### config.mk
export PLATFORM = sky130hd
export DESIGN_NAME = i2c_cmd_sequencer
export DESIGN_NICKNAME = d
export VERILOG_FILES = /design/src/rtl/i2c_cmd_sequencer.sv
export SDC_FILE = /design/constraint.sdc
export NUM_CORES = 1
export LEC_CHECK = 0
export BUFFER_PORTS_ARGS = -buffer_cell sky130_fd_sc_hd__buf_2
export CAP_MARGIN = 20
export CORE_MARGIN = 10
export CORE_UTILIZATION = 30
export CTS_BUF_LIST = sky130_fd_sc_hd__clkbuf_8
export DETAILED_ROUTE_END_ITERATION = 10
export SYNTH_ARGS = -nofsm -noshare
export SYNTH_HDL_FRONTEND = slang
export SYNTH_HIERARCHICAL = 1
export SYNTH_SLANG_ARGS = --single-unit
### constraint.sdc
create_clock -name clk -period 3 [get_ports clk]
set_input_delay 0.3 -clock clk [delete_from_list [all_inputs] [get_ports clk]]
set_output_delay 0.3 -clock clk [all_outputs]
set_load 0.05 [all_outputs]
### src/rtl/i2c_cmd_sequencer.sv
// rtl/i2c_cmd_sequencer.sv - command/response queue front end that drives one I2C master transaction at a time
// Each queued command gets exactly one response, either carrying read data or flagging a handshake timeout.

module i2c_cmd_sequencer_fifo #(
    parameter int DEPTH = 4,
    parameter int WIDTH = 16
) (
    input  logic             clk,
    input  logic             rst,
    input  logic             push,
    input  logic [WIDTH-1:0] push_data,
    input  logic             pop,
    output logic [WIDTH-1:0] head,
    output logic             empty,
    output logic             full
);
    localparam int AW = $clog2(DEPTH);
    localparam logic [AW:0] FULL_COUNT = DEPTH[AW:0];

    logic [WIDTH-1:0] mem [DEPTH];
    logic [AW-1:0]    wr_ptr;
    logic [AW-1:0]    rd_ptr;
    logic [AW:0]      count;
    logic             do_push;
    logic             do_pop;

    // Overflowing pushes and underflowing pops are silently dropped here.
    assign do_push = push && !full;
    assign do_pop  = pop && !empty;
    assign empty   = (count == '0);
    assign full    = (count == FULL_COUNT);
    assign head    = mem[rd_ptr];

    always_ff @(posedge clk or posedge rst) begin
        if (rst) begin
            wr_ptr <= '0;
            rd_ptr <= '0;
            count  <= '0;
        end else begin
            if (do_push) begin
                wr_ptr <= wr_ptr + 1'b1;
            end
            if (do_pop) begin
                rd_ptr <= rd_ptr + 1'b1;
            end
            count <= count + {{AW{1'b0}}, do_push} - {{AW{1'b0}}, do_pop};
        end
    end

    always_ff @(posedge clk) begin
        if (do_push) begin
            mem[wr_ptr] <= push_data;
        end
    end
endmodule

module i2c_cmd_sequencer #(
    parameter int CMD_DEPTH = 4,
    parameter int RSP_DEPTH = 4,
    parameter int TIMEOUT   = 2048
) (
    input  logic       clk,
    input  logic       rst,
    input  logic       cmd_valid,
    output logic       cmd_ready,
    input  logic [6:0] cmd_addr,
    input  logic       cmd_rw,
    input  logic [7:0] cmd_data,
    output logic       rsp_valid,
    input  logic       rsp_ready,
    output logic [7:0] rsp_data,
    output logic       rsp_rw,
    output logic       rsp_err,
    output logic [6:0] m_addr,
    output logic [7:0] m_data_in,
    output logic       m_rw,
    output logic       m_enable,
    input  logic       m_ready,
    input  logic [7:0] m_data_out,
    output logic       busy,
    output logic [7:0] err_count
);
    typedef enum logic [1:0] {
        S_IDLE,
        S_ISSUE,
        S_BUSY,
        S_RESP
    } state_t;

    localparam logic [15:0] T_LAST = 16'(TIMEOUT - 1);

    state_t      state;
    state_t      state_next;
    logic        cmd_empty;
    logic        cmd_full;
    logic        rsp_empty;
    logic        rsp_full;
    logic [15:0] cmd_head;
    logic [9:0]  rsp_head;
    logic [9:0]  rsp_word;
    logic        issue;
    logic        rsp_push;
    logic        timeout;
    logic [15:0] tmo_cnt;
    logic [7:0]  rdata_q;

    i2c_cmd_sequencer_fifo #(
        .DEPTH (CMD_DEPTH),
        .WIDTH (16)
    ) u_cmd_fifo (
        .clk       (clk),
        .rst       (rst),
        .push      (cmd_valid),
        .push_data ({cmd_addr, cmd_rw, cmd_data}),
        .pop       (issue),
        .head      (cmd_head),
        .empty     (cmd_empty),
        .full      (cmd_full)
    );

    i2c_cmd_sequencer_fifo #(
        .DEPTH (RSP_DEPTH),
        .WIDTH (10)
    ) u_rsp_fifo (
        .clk       (clk),
        .rst       (rst),
        .push      (rsp_push),
        .push_data (rsp_word),
        .pop       (rsp_ready),
        .head      (rsp_head),
        .empty     (rsp_empty),
        .full      (rsp_full)
    );

    // Response fields are forced to zero when nothing is queued so reset values hold.
    assign cmd_ready = !cmd_full;
    assign rsp_valid = !rsp_empty;
    assign rsp_data  = rsp_valid ? rsp_head[9:2] : 8'h00;
    assign rsp_rw    = rsp_valid & rsp_head[1];
    assign rsp_err   = rsp_valid & rsp_head[0];
    assign busy      = (state != S_IDLE) || !cmd_empty;

    always_ff @(posedge clk or posedge rst) begin
        if (rst) begin
            state <= S_IDLE;
        end else begin
            state <= state_next;
        end
    end

    // Issue needs a free response slot, so the single outstanding response can always be pushed.
    always_comb begin
        state_next = state;
        issue      = 1'b0;
        timeout    = 1'b0;
        rsp_push   = 1'b0;
        rsp_word   = '0;
        case (state)
            S_IDLE: begin
                if (!cmd_empty && !rsp_full && m_ready) begin
                    issue      = 1'b1;
                    state_next = S_ISSUE;
                end
            end
            S_ISSUE: begin
                if (!m_ready) begin
                    state_next = S_BUSY;
                end else if (tmo_cnt == T_LAST) begin
                    timeout = 1'b1;
                end
            end
            S_BUSY: begin
                if (m_ready) begin
                    state_next = S_RESP;
                end else if (tmo_cnt == T_LAST) begin
                    timeout = 1'b1;
                end
            end
            S_RESP: begin
                rsp_push   = 1'b1;
                rsp_word   = {rdata_q, m_rw, 1'b0};
                state_next = S_IDLE;
            end
            default: begin
                state_next = S_IDLE;
            end
        endcase
        if (timeout) begin
            rsp_push   = 1'b1;
            rsp_word   = {8'h00, m_rw, 1'b1};
            state_next = S_IDLE;
        end
    end

    always_ff @(posedge clk or posedge rst) begin
        if (rst) begin
            m_addr    <= '0;
            m_rw      <= 1'b0;
            m_data_in <= '0;
            m_enable  <= 1'b0;
            tmo_cnt   <= '0;
            rdata_q   <= '0;
            err_count <= '0;
        end else begin
            // Enable is held only while waiting for the master to take the command.
            m_enable <= (state_next == S_ISSUE);
            if (issue) begin
                m_addr    <= cmd_head[15:9];
                m_rw      <= cmd_head[8];
                m_data_in <= cmd_head[7:0];
            end
            if (state_next != state) begin
                tmo_cnt <= '0;
            end else if (state == S_ISSUE || state == S_BUSY) begin
                tmo_cnt <= tmo_cnt + 16'd1;
            end
            if (state == S_BUSY && m_ready) begin
                rdata_q <= m_rw ? m_data_out : 8'h00;
            end
            if (timeout && err_count != 8'hFF) begin
                err_count <= err_count + 8'd1;
            end
        end
    end
endmodule

Word-level counts from Yosys, hierarchy flattened. Memories as Yosys holds them, arrays and structs flattened. A register that Yosys moved wholly into a read port is not among the register bits. Cells that the tools add are included.

Register bits after elaboration: 49. Latch bits: 0. Memory bits (writable): 104. Memory bits (read-only): 0. Output and inout bits: 38. Logic and storage cells: 76. Memories: 2.

Add/sub/neg operators: 10. Multipliers: 0. Divide/modulo/power cells: 0. $lt $le $gt $ge: 0. Eq/ne operators: 9. Shifts and indexed selects: 0. Mux-type cells: 23. Bitwise logic cells: 2. Reduce and logical (&&, ||, !) cells: 19.

Memory list: u_cmd_fifo.mem (words 4, width 16, rd ports 1, clocked after Yosys merged registers in 1, write ports 1, line 20) `logic [WIDTH-1:0] mem [DEPTH];`; u_rsp_fifo.mem (words 4, width 10, rd ports 1, clocked after Yosys merged registers in 0, write ports 1, line 20).

Operators with widths (count): 16-bit two-way mux (2); 10-bit two-way mux (2); 16-bit by 1-bit adder with 16-bit output, second input constant (1); 16-bit by 11-bit equality test with 1-bit output, second input constant (1); 8-bit two-way mux (2); 1-bit two-way mux (11); 2-bit by 1-bit adder with 2-bit output, second input constant (4); 8-bit by 1-bit adder with 8-bit output, second input constant (1); 1-bit logical AND (8); 2-bit two-way mux (4); 8-bit != test, second input constant (1); 2-bit one-hot mux with 4 select lines (1); 3-bit by 1-bit adder with 3-bit output (2); 3-bit equality test, second input constant (2); 3-bit zero test (2); 3-bit by 1-bit subtractor with 3-bit output (2); 2-bit by 1-bit equality test with 1-bit output, second input constant (2); 2-bit equality test, second input constant (2); 1-bit zero test (4); 2-bit nonzero test (2); 1-bit AND (2); 2-bit zero test (1); 1-bit logical OR (2); 2-bit != test (1); 1-bit one-hot mux with 2 select lines (1).

Logic depth before layout (Yosys ltp). Gate-level depths: netlist (run 1).

Depth in word-level cells: 9. Gate-level depth with buffers: 14. Depth with buffers taken out: 13.

Cells and area by module. Netlist (run 1), hierarchy kept.

By module, submodules not included: i2c_cmd_sequencer_fifo (u_cmd_fifo) (instances 1, cells an instance 127, area each 2827.7 um^2, sequential area each 2097.0 um^2); i2c_cmd_sequencer (instances 1, cells an instance 237, area each 2588.7 um^2, sequential area each 1276.2 um^2); i2c_cmd_sequencer_fifo (u_rsp_fifo) (instances 1, cells an instance 94, area each 1923.1 um^2, sequential area each 1376.3 um^2).

Worst setup path after synthesis (run 1). No wires, ideal clock.

Path kind: register -> register. Start point: register state[1]. End point: register u_rsp_fifo.count[2]. Setup time: 0.123 ns. Arrival: 3.014 ns. Slack: -0.137 ns. Stages on the path, launching flop included: 15. Path buffers: 1. Period minus slack after synthesis: 3.137 ns. Path through: dfrtp_1 inv_1 ha_1 and4_1 and3_1 clkbuf_2 nand3_2 or2b_1 nand2b_1 ha_1 inv_1 ha_1 fa_1 xnor2_1 xnor2_1.

Word-level cells in the longest chain between the ends: 6. Elaborated cells on any way between the ends: 9.

RTL lines: start, declared (line 92) `state_t state;`; start signal, assigned (line 147) `state <= state_next;`; 2-bit equality test or 2-bit by 1-bit equality test with 1-bit output (tied branches) (line 158) `case (state)`; 1-bit one-hot mux with 2 select lines or 1-bit two-way mux (tied branches) (line 158); 1-bit two-way mux (*) (line 188) `if (timeout) begin`; named net rsp_push (line 102) `logic rsp_push;`; 1-bit logical AND (*) (line 28) `assign do_push = push && !full;`; 3-bit by 1-bit adder with 3-bit output (*) (line 46) `count <= count + {{AW{1'b0}}, do_push} - {{AW{1'b0}}, do_pop};`; 3-bit by 1-bit subtractor with 3-bit output (*) (line 46); end signal, assigned (line 46); end, declared (line 23) `logic [AW:0] count;`.

Mark *: on every way through the listed nets, which the timed path passes. The rest lies on a longest branch. A chain may end at the register's enable or synchronous reset.

Final worst setup path (run 1).
Start point: register state[0]. End point: register u_rsp_fifo.count[2].

The elaborated chain is that of the path after synthesis.

==> flow_summary.ini, run 1 <==
[logic_synthesis]
ys.flop_type = edfxtp_1
synth_edf_count = 104
yosysTopAreaCell = edfxtp_1
synth_top_area_share_pct = 42.6
synth_area_mm2 = 0.00734
postSynthAreaPerCell_um2 = 16.0
ys_seq_area_share_pct = 64.7
synthTopCellsByArea = edfxtp_1 (43%), dfrtp_1 (22%), mux4_2 (5.2%)
netlist_instances = 458
ys_seq_elements = 169
yosys_warnings = 6
synth_fp_nets = 509
ys_async_sr_fraction_pct = 38.5
synth_cell_types = 53

[die]
initial_core_util_pct = 30.4
die_y_um = 176
dieWidth_um = 176
core-area_mm2 = 0.0242
io_pins = 67
rows = 57
die_area_mm2 = 0.0311

[placed_design]
hpwl_mm = 9.88
pre_cts_ws_ns = 0.134
place_congestion = 0.748
io_buffer_count = 66

[drt]
wl_mm = 14.5
ant_nets = 0
firstDrtPassIters = 5
dr_wl_met3_um = 713
drc_errors = 0
routed-via-count = 4064
viasPerCell = 4.62
wl_met1_mm = 6.43
top_layer = met5
routedWlPerCell_um = 16.4
dr_wl_met2_mm = 7.12
initialDrtViolationCount = 258

[min_path]
hold_depth = 1
hold_path_class = in -> reg
hold_path_end = u_cmd_fifo/mem[2][12]$_DFFE_PP_
hold_start = cmd_addr[3]

[setup_path]
cp.arrival_ns = 3.16
timing.rr.end = u_rsp_fifo/count[2]$_DFF_PP0_
critical_path.cell_chain = inv_2, ha_4, and4_4, and3_4, nand3_2, or2b_4, nand2b_1, ha_1, inv_1, ha_1, fa_2, xnor2_2, xnor2_1
worstRegToRegCells = 13
cp-end-kind = flip-flop
cp_slowest_cell = dfrtp_1
crit_path_start_kind = flip-flop
slowest_delay_ns = 0.38
r2r_slack_ns = 0.19
worstSetupPathType = reg -> reg
cp.required_ns = 3.35
cp_common_cell = ha_1
crit_fanout = 10
timing.rr.start = state[0]$_DFF_PP0_

[timing]
finalSetupTns_ns = 0
fmax_mhz = 356
slew_viol_final = 0
rsz0062_at_grt = false
final-hold-violation-count = 0
layout_setup_ws_ns = 0.189
relSlewSlack_pct = 43.5
setup_viol = 0
fin_worst_skew_ns = 0.0134
period_share_pct = 93.7
worst-slew-pin-transition_ns = 0.847
finalCriticalPeriod_ns = 2.81

[power]
leakage_nw = 3.35
p_per_area_mw_per_mm2 = 974
ir_worst_vdd_mv = 0.730

[run]
maxCapViolations = 0

[global_routing]
grt_first_pass_wirelength_mm = 23.6
grt_max_degree = 37
grt_pass1_vias = 4358
grt_overflow = 0
antenna_found_initial = 1
track_usage_pct = 9.65

[final_layout]
layout_commonest_cell = edfxtp_1
final_nets = 594
n_fill_cell = 2295
diodes = 0
regArea_mm2 = 0.00475
multi_input_area_mm2 = 0.00245
layout_common_cells = edfxtp_1 (104), buf_2 (66), dfrtp_1 (65), nand2_1 (26), ha_1 (19)
area_growth_pct = 16.5
drive_gt1_share_pct = 31.7

[outcome]
outcome = complete, no violations

[clock_network]
cts_buffer_depth = 2
clk_pin_slew_ns = 0.10
cts_buffers = 17
clock_tree.root_cell = clkbuf_8
clk_latency_ns = 0.46
clock_sinks = 169
tritoncts = done
h-tree-depth = 4
final cells by class:
class	instances	area share, %
sequential	169	55.6
multi-input combinational	252	28.7
timing repair buffer	82	5.30
tap	324	4.74
clock buffer	17	2.74
clock inverter	15	2.09
inverter	21	0.922
worst max-delay path: cells and delay by family, from the launching register on:
family / cells / cell delay (ns)
buf+inv: 2 / 0.13
simple gates: 5 / 0.80
fa+ha+maj: 4 / 1.13
xor+xnor: 2 / 0.28
flops: 1 / 0.38
per-layer routing:
metal  vias up  global-route usage [%]
li1       1890                       -
met1      2069                    11.5
met2        85                    16.0
met3        18                    2.90
met4         2                    4.03
met5         -                       0
synth_stat cells (all sizes together) (2+ instances only):
library cell	count
o21a	2
nand4	8
nand3	8
a21oi	17
and3	13
nand4bb	5
and3b	8
nor3	4
and4	2
nor3b	2
mux2i	2
nand2b	9
edfxtp	104
nor2	6
inv	21
dfrtp	65
nand2	26
o21ai	12
xnor2	18
clkbuf	5
ha	20
fa	2
and2	3
nor2b	11
buf	11
mux4	26
mux2	17
o211ai	4
o31ai	2
o311ai	2
nor4	2
xor2	11
how the worst max path moves through the flow:
stage                                   from                             to  cells after the start
after floorplan           state[1]$_DFF_PP0_  u_rsp_fifo/count[2]$_DFF_PP0_                     14
after global placement    state[0]$_DFF_PP0_  u_rsp_fifo/count[2]$_DFF_PP0_                     13
after detailed placement  state[0]$_DFF_PP0_  u_rsp_fifo/count[2]$_DFF_PP0_                     13
after CTS                 state[0]$_DFF_PP0_  u_rsp_fifo/count[2]$_DFF_PP0_                     13
after global routing      state[0]$_DFF_PP0_  u_rsp_fifo/count[2]$_DFF_PP0_                     13
final                     state[0]$_DFF_PP0_  u_rsp_fifo/count[2]$_DFF_PP0_                     13
state kept, by name, indices dropped and copies added, names as in the netlist, 3 cells and up:
name,flops
u_cmd_fifo/mem,64
u_rsp_fifo/mem,40
tmo_cnt,16
err_count,8
m_data_in,8
rdata_q,8
m_addr,7
u_cmd_fifo/count,3
u_rsp_fifo/count,3
metrics by stage:
step	total power, mW	cell area (um2)	cells	utilization (%)	hold WS (ns)
floorplan	5.94	7360	458	-	0.103
finish	8.33	8550	880	35.4	0.0449
detailed placement	6.75	8100	846	33.5	0.288
CTS	8.42	8520	879	35.3	0.0156
global route	8.85	8550	880	35.4	0.0209
global placement	6.61	8100	846	33.5	0.278
timing repair:
item,in CTS,in global routing
setup buffers,0,1
endpoints found under the setup margin,0,1
gates resized for setup,0,4
hold buffers,1,0
hold endpoints to repair,14,0
logic make-up after synthesis:
family / after synthesis / synth area share [%]
multiplexers: 45 / 11.3
adder cells (fa/ha/maj): 22 / 3.96
buffers and inverters: 37 / 2.57
flip-flops: 169 / 64.7
AO/OA/AOI/OAI: 44 / 4.42
AND/OR/NAND/NOR: 112 / 9.56
XOR/XNOR: 29 / 3.46
report_power, final:
| part | switching, mW | internal (mW) | leakage [nW] |
|---|---|---|---|
| sequential | 0.449 | 3.02 | 1.79 |
| combinational | 1.97 | 1.24 | 1.34 |
| clock | 0.939 | 0.712 | 0.212 |
(Power assumes the default switching activity.)
==> run 2, diff against run 1 <==
--- a/config.mk
+++ b/config.mk
@@ -10,7 +10,9 @@
 export CORE_MARGIN = 10
 export CORE_UTILIZATION = 30
 export CTS_BUF_LIST = sky130_fd_sc_hd__clkbuf_8
+export CTS_CLUSTER_DIAMETER = 150
 export DETAILED_ROUTE_END_ITERATION = 10
+export SETUP_SLACK_MARGIN = 0.2
 export SYNTH_ARGS = -nofsm -noshare
 export SYNTH_HDL_FRONTEND = slang
 export SYNTH_HIERARCHICAL = 1
==> run 2 against run 1 <==
Net effect:
- clock-buffer cell count is the same
- cell area up 0.13%
- power about the same
- clock skew is 0.0037 ns lower
- sequential share of layout area fell by 0.058 points
- non-clock buffer count unchanged
- fmax rose by 2.9%
- combinational power is essentially flat
==> flow_summary.ini, run 2 (same netlist as run 1, synthesis figures left out) <==
[drt]
routedWlPerCell_um = 16.6
viasPerCell = 4.65
firstDrtPassIters = 4
wl_mm = 14.6
ant_nets = 0
initialDrtViolationCount = 299
drc_errors = 0
routed-via-count = 4093

[placed_design]
place_congestion = 0.779
dpl_cell_area_mm2 = 0.00808
placedCellCount = 842
io_buffer_count = 66
pre_cts_ws_ns = 0.145
hpwl_mm = 9.82

[setup_path]
path_depth = 11
cp-end-kind = flip-flop
timing.rr.start = tmo_cnt[12]$_DFFE_PP0P_
cp.required_ns = 3.34
crit_fanout = 4
cp.arrival_ns = 3.08
worstRegToRegCells = 11
cp_slowest_cell = or4_4
path_buf_inv = 1
slowest_delay_ns = 0.57
crit_path_start_kind = flip-flop
timing.rr.end = u_rsp_fifo/count[2]$_DFF_PP0_
critPathTopFamily = simple AND/OR/NAND/NOR gates
cp_common_cell = ha_1
r2r_slack_ns = 0.27
worstSetupPathType = reg -> reg
critical_path.cell_chain = or4_4, nor3_4, nand3_4, or2b_4, nand2b_1, ha_1, inv_1, ha_1, fa_2, xnor2_2, xnor2_1

[die]
die_area_mm2 = 0.0311
io_pins = 67
dieWidth_um = 176
die_y_um = 176
rows = 57
initial_core_util_pct = 30.4
core-area_mm2 = 0.0242

[power]
p_comb_share_pct = 38.6
p_int_mw = 5.02
p_clk_share_pct = 19.6
p_total_mw = 8.32
p_per_area_mw_per_mm2 = 972
ir_worst_vdd_mv = 0.493
power_frac_seq_pct = 41.8
power.switching_mw = 3.30
leakage_nw = 3.33
p_sw_share_pct = 39.7

[min_path]
hold_path_end = u_cmd_fifo/mem[0][2]$_DFFE_PP_
hold_path_class = in -> reg
hold_depth = 1
hold_start = cmd_data[2]

[outcome]
outcome = complete, no violations

[final_layout]
final_nets = 594
regMostFlops = u_cmd_fifo/mem
reg_top3 = u_cmd_fifo/mem (64), u_rsp_fifo/mem (40), tmo_cnt (16)
final_util_pct = 35.4
largest_reg_flops = 64
n_fill_cell = 2304
area_growth_pct = 16.6
fin_cells = 880
final_area_mm2 = 0.00856
drive_gt1_share_pct = 31.8
diodes = 0
layout_common_cells = edfxtp_1 (104), buf_2 (66), dfrtp_1 (64), nand2_1 (26)
layout_commonest_cell = edfxtp_1

[clock_network]
clk_latency_ns = 0.45
tritoncts = done
clock_tree.root_cell = clkbuf_8
clock_sinks = 169
cts_buffers = 17
clk_pin_slew_ns = 0.09
h-tree-depth = 4
cts_buffer_depth = 2

[timing]
finalCriticalPeriod_ns = 2.73
holdWs_ns = 0.0536
rsz0062_at_grt = true
fin_worst_skew_ns = 0.00975
relSlewSlack_pct = 36.8
finalSetupTns_ns = 0
final-hold-violation-count = 0
setup_viol = 0
layout_setup_ws_ns = 0.268
fmax_mhz = 366
worst-slew-pin-transition_ns = 0.947
period_share_pct = 91.1
slew_viol_final = 0

[global_routing]
grt_overflow = 0
grt_max_degree = 25
grt_first_pass_wirelength_mm = 24.0
antenna_found_initial = 1
grt_pass1_vias = 4581
track_usage_pct = 9.79

[run]
maxCapViolations = 0
[run 2: metal layers]
layer	GRT usage [%]	share of wire [%]
met5	0	0.048
met4	3.47	1.4
met3	3.52	6.0
met2	16.3	50
met1	11.4	43
[run 2: timing repair]
item                                    in CTS  in global routing
pin swaps                                    2                  0
hold buffers                                 1                  0
endpoints found under the setup margin       1                  2
gates resized for setup                      3                  3
endpoints found under the hold margin       25                  0
buffers inserted                             3                  2
[run 2: final cells by class]
cell class	instances	area, um2	area share, %
clock inverter	15	166	1.94
clock buffer	17	234	2.73
inverter	21	81.3	0.950
multi-input combinational	252	2470	28.9
timing repair buffer	82	453	5.29
tap	324	405	4.74
sequential	169	4750	55.5
[run 2: worst max-delay path by stage]
stage | slack (ns) | end | startpoint
after global routing | 0.18 | u_rsp_fifo/count[2]$_DFF_PP0_ | state[0]$_DFF_PP0_
after CTS | 0.23 | u_rsp_fifo/count[2]$_DFF_PP0_ | tmo_cnt[12]$_DFFE_PP0P_
after detailed placement | 0.14 | u_rsp_fifo/count[2]$_DFF_PP0_ | state[0]$_DFF_PP0_
final | 0.27 | u_rsp_fifo/count[2]$_DFF_PP0_ | tmo_cnt[12]$_DFFE_PP0P_
after floorplan | 0.15 | u_rsp_fifo/count[2]$_DFF_PP0_ | state[0]$_DFF_PP0_
after global placement | 0.23 | u_rsp_fifo/count[2]$_DFF_PP0_ | tmo_cnt[12]$_DFFE_PP0P_
[run 2: power groups by stage]
stage	clock network [mW]	registers (mW)	logic (mW)
after floorplan	0	3.70	2.24
after CTS	1.68	3.48	3.25
after global placement	0	3.49	3.10
after global routing	1.79	3.55	3.50
final	1.63	3.48	3.21
after detailed placement	0	3.53	3.21
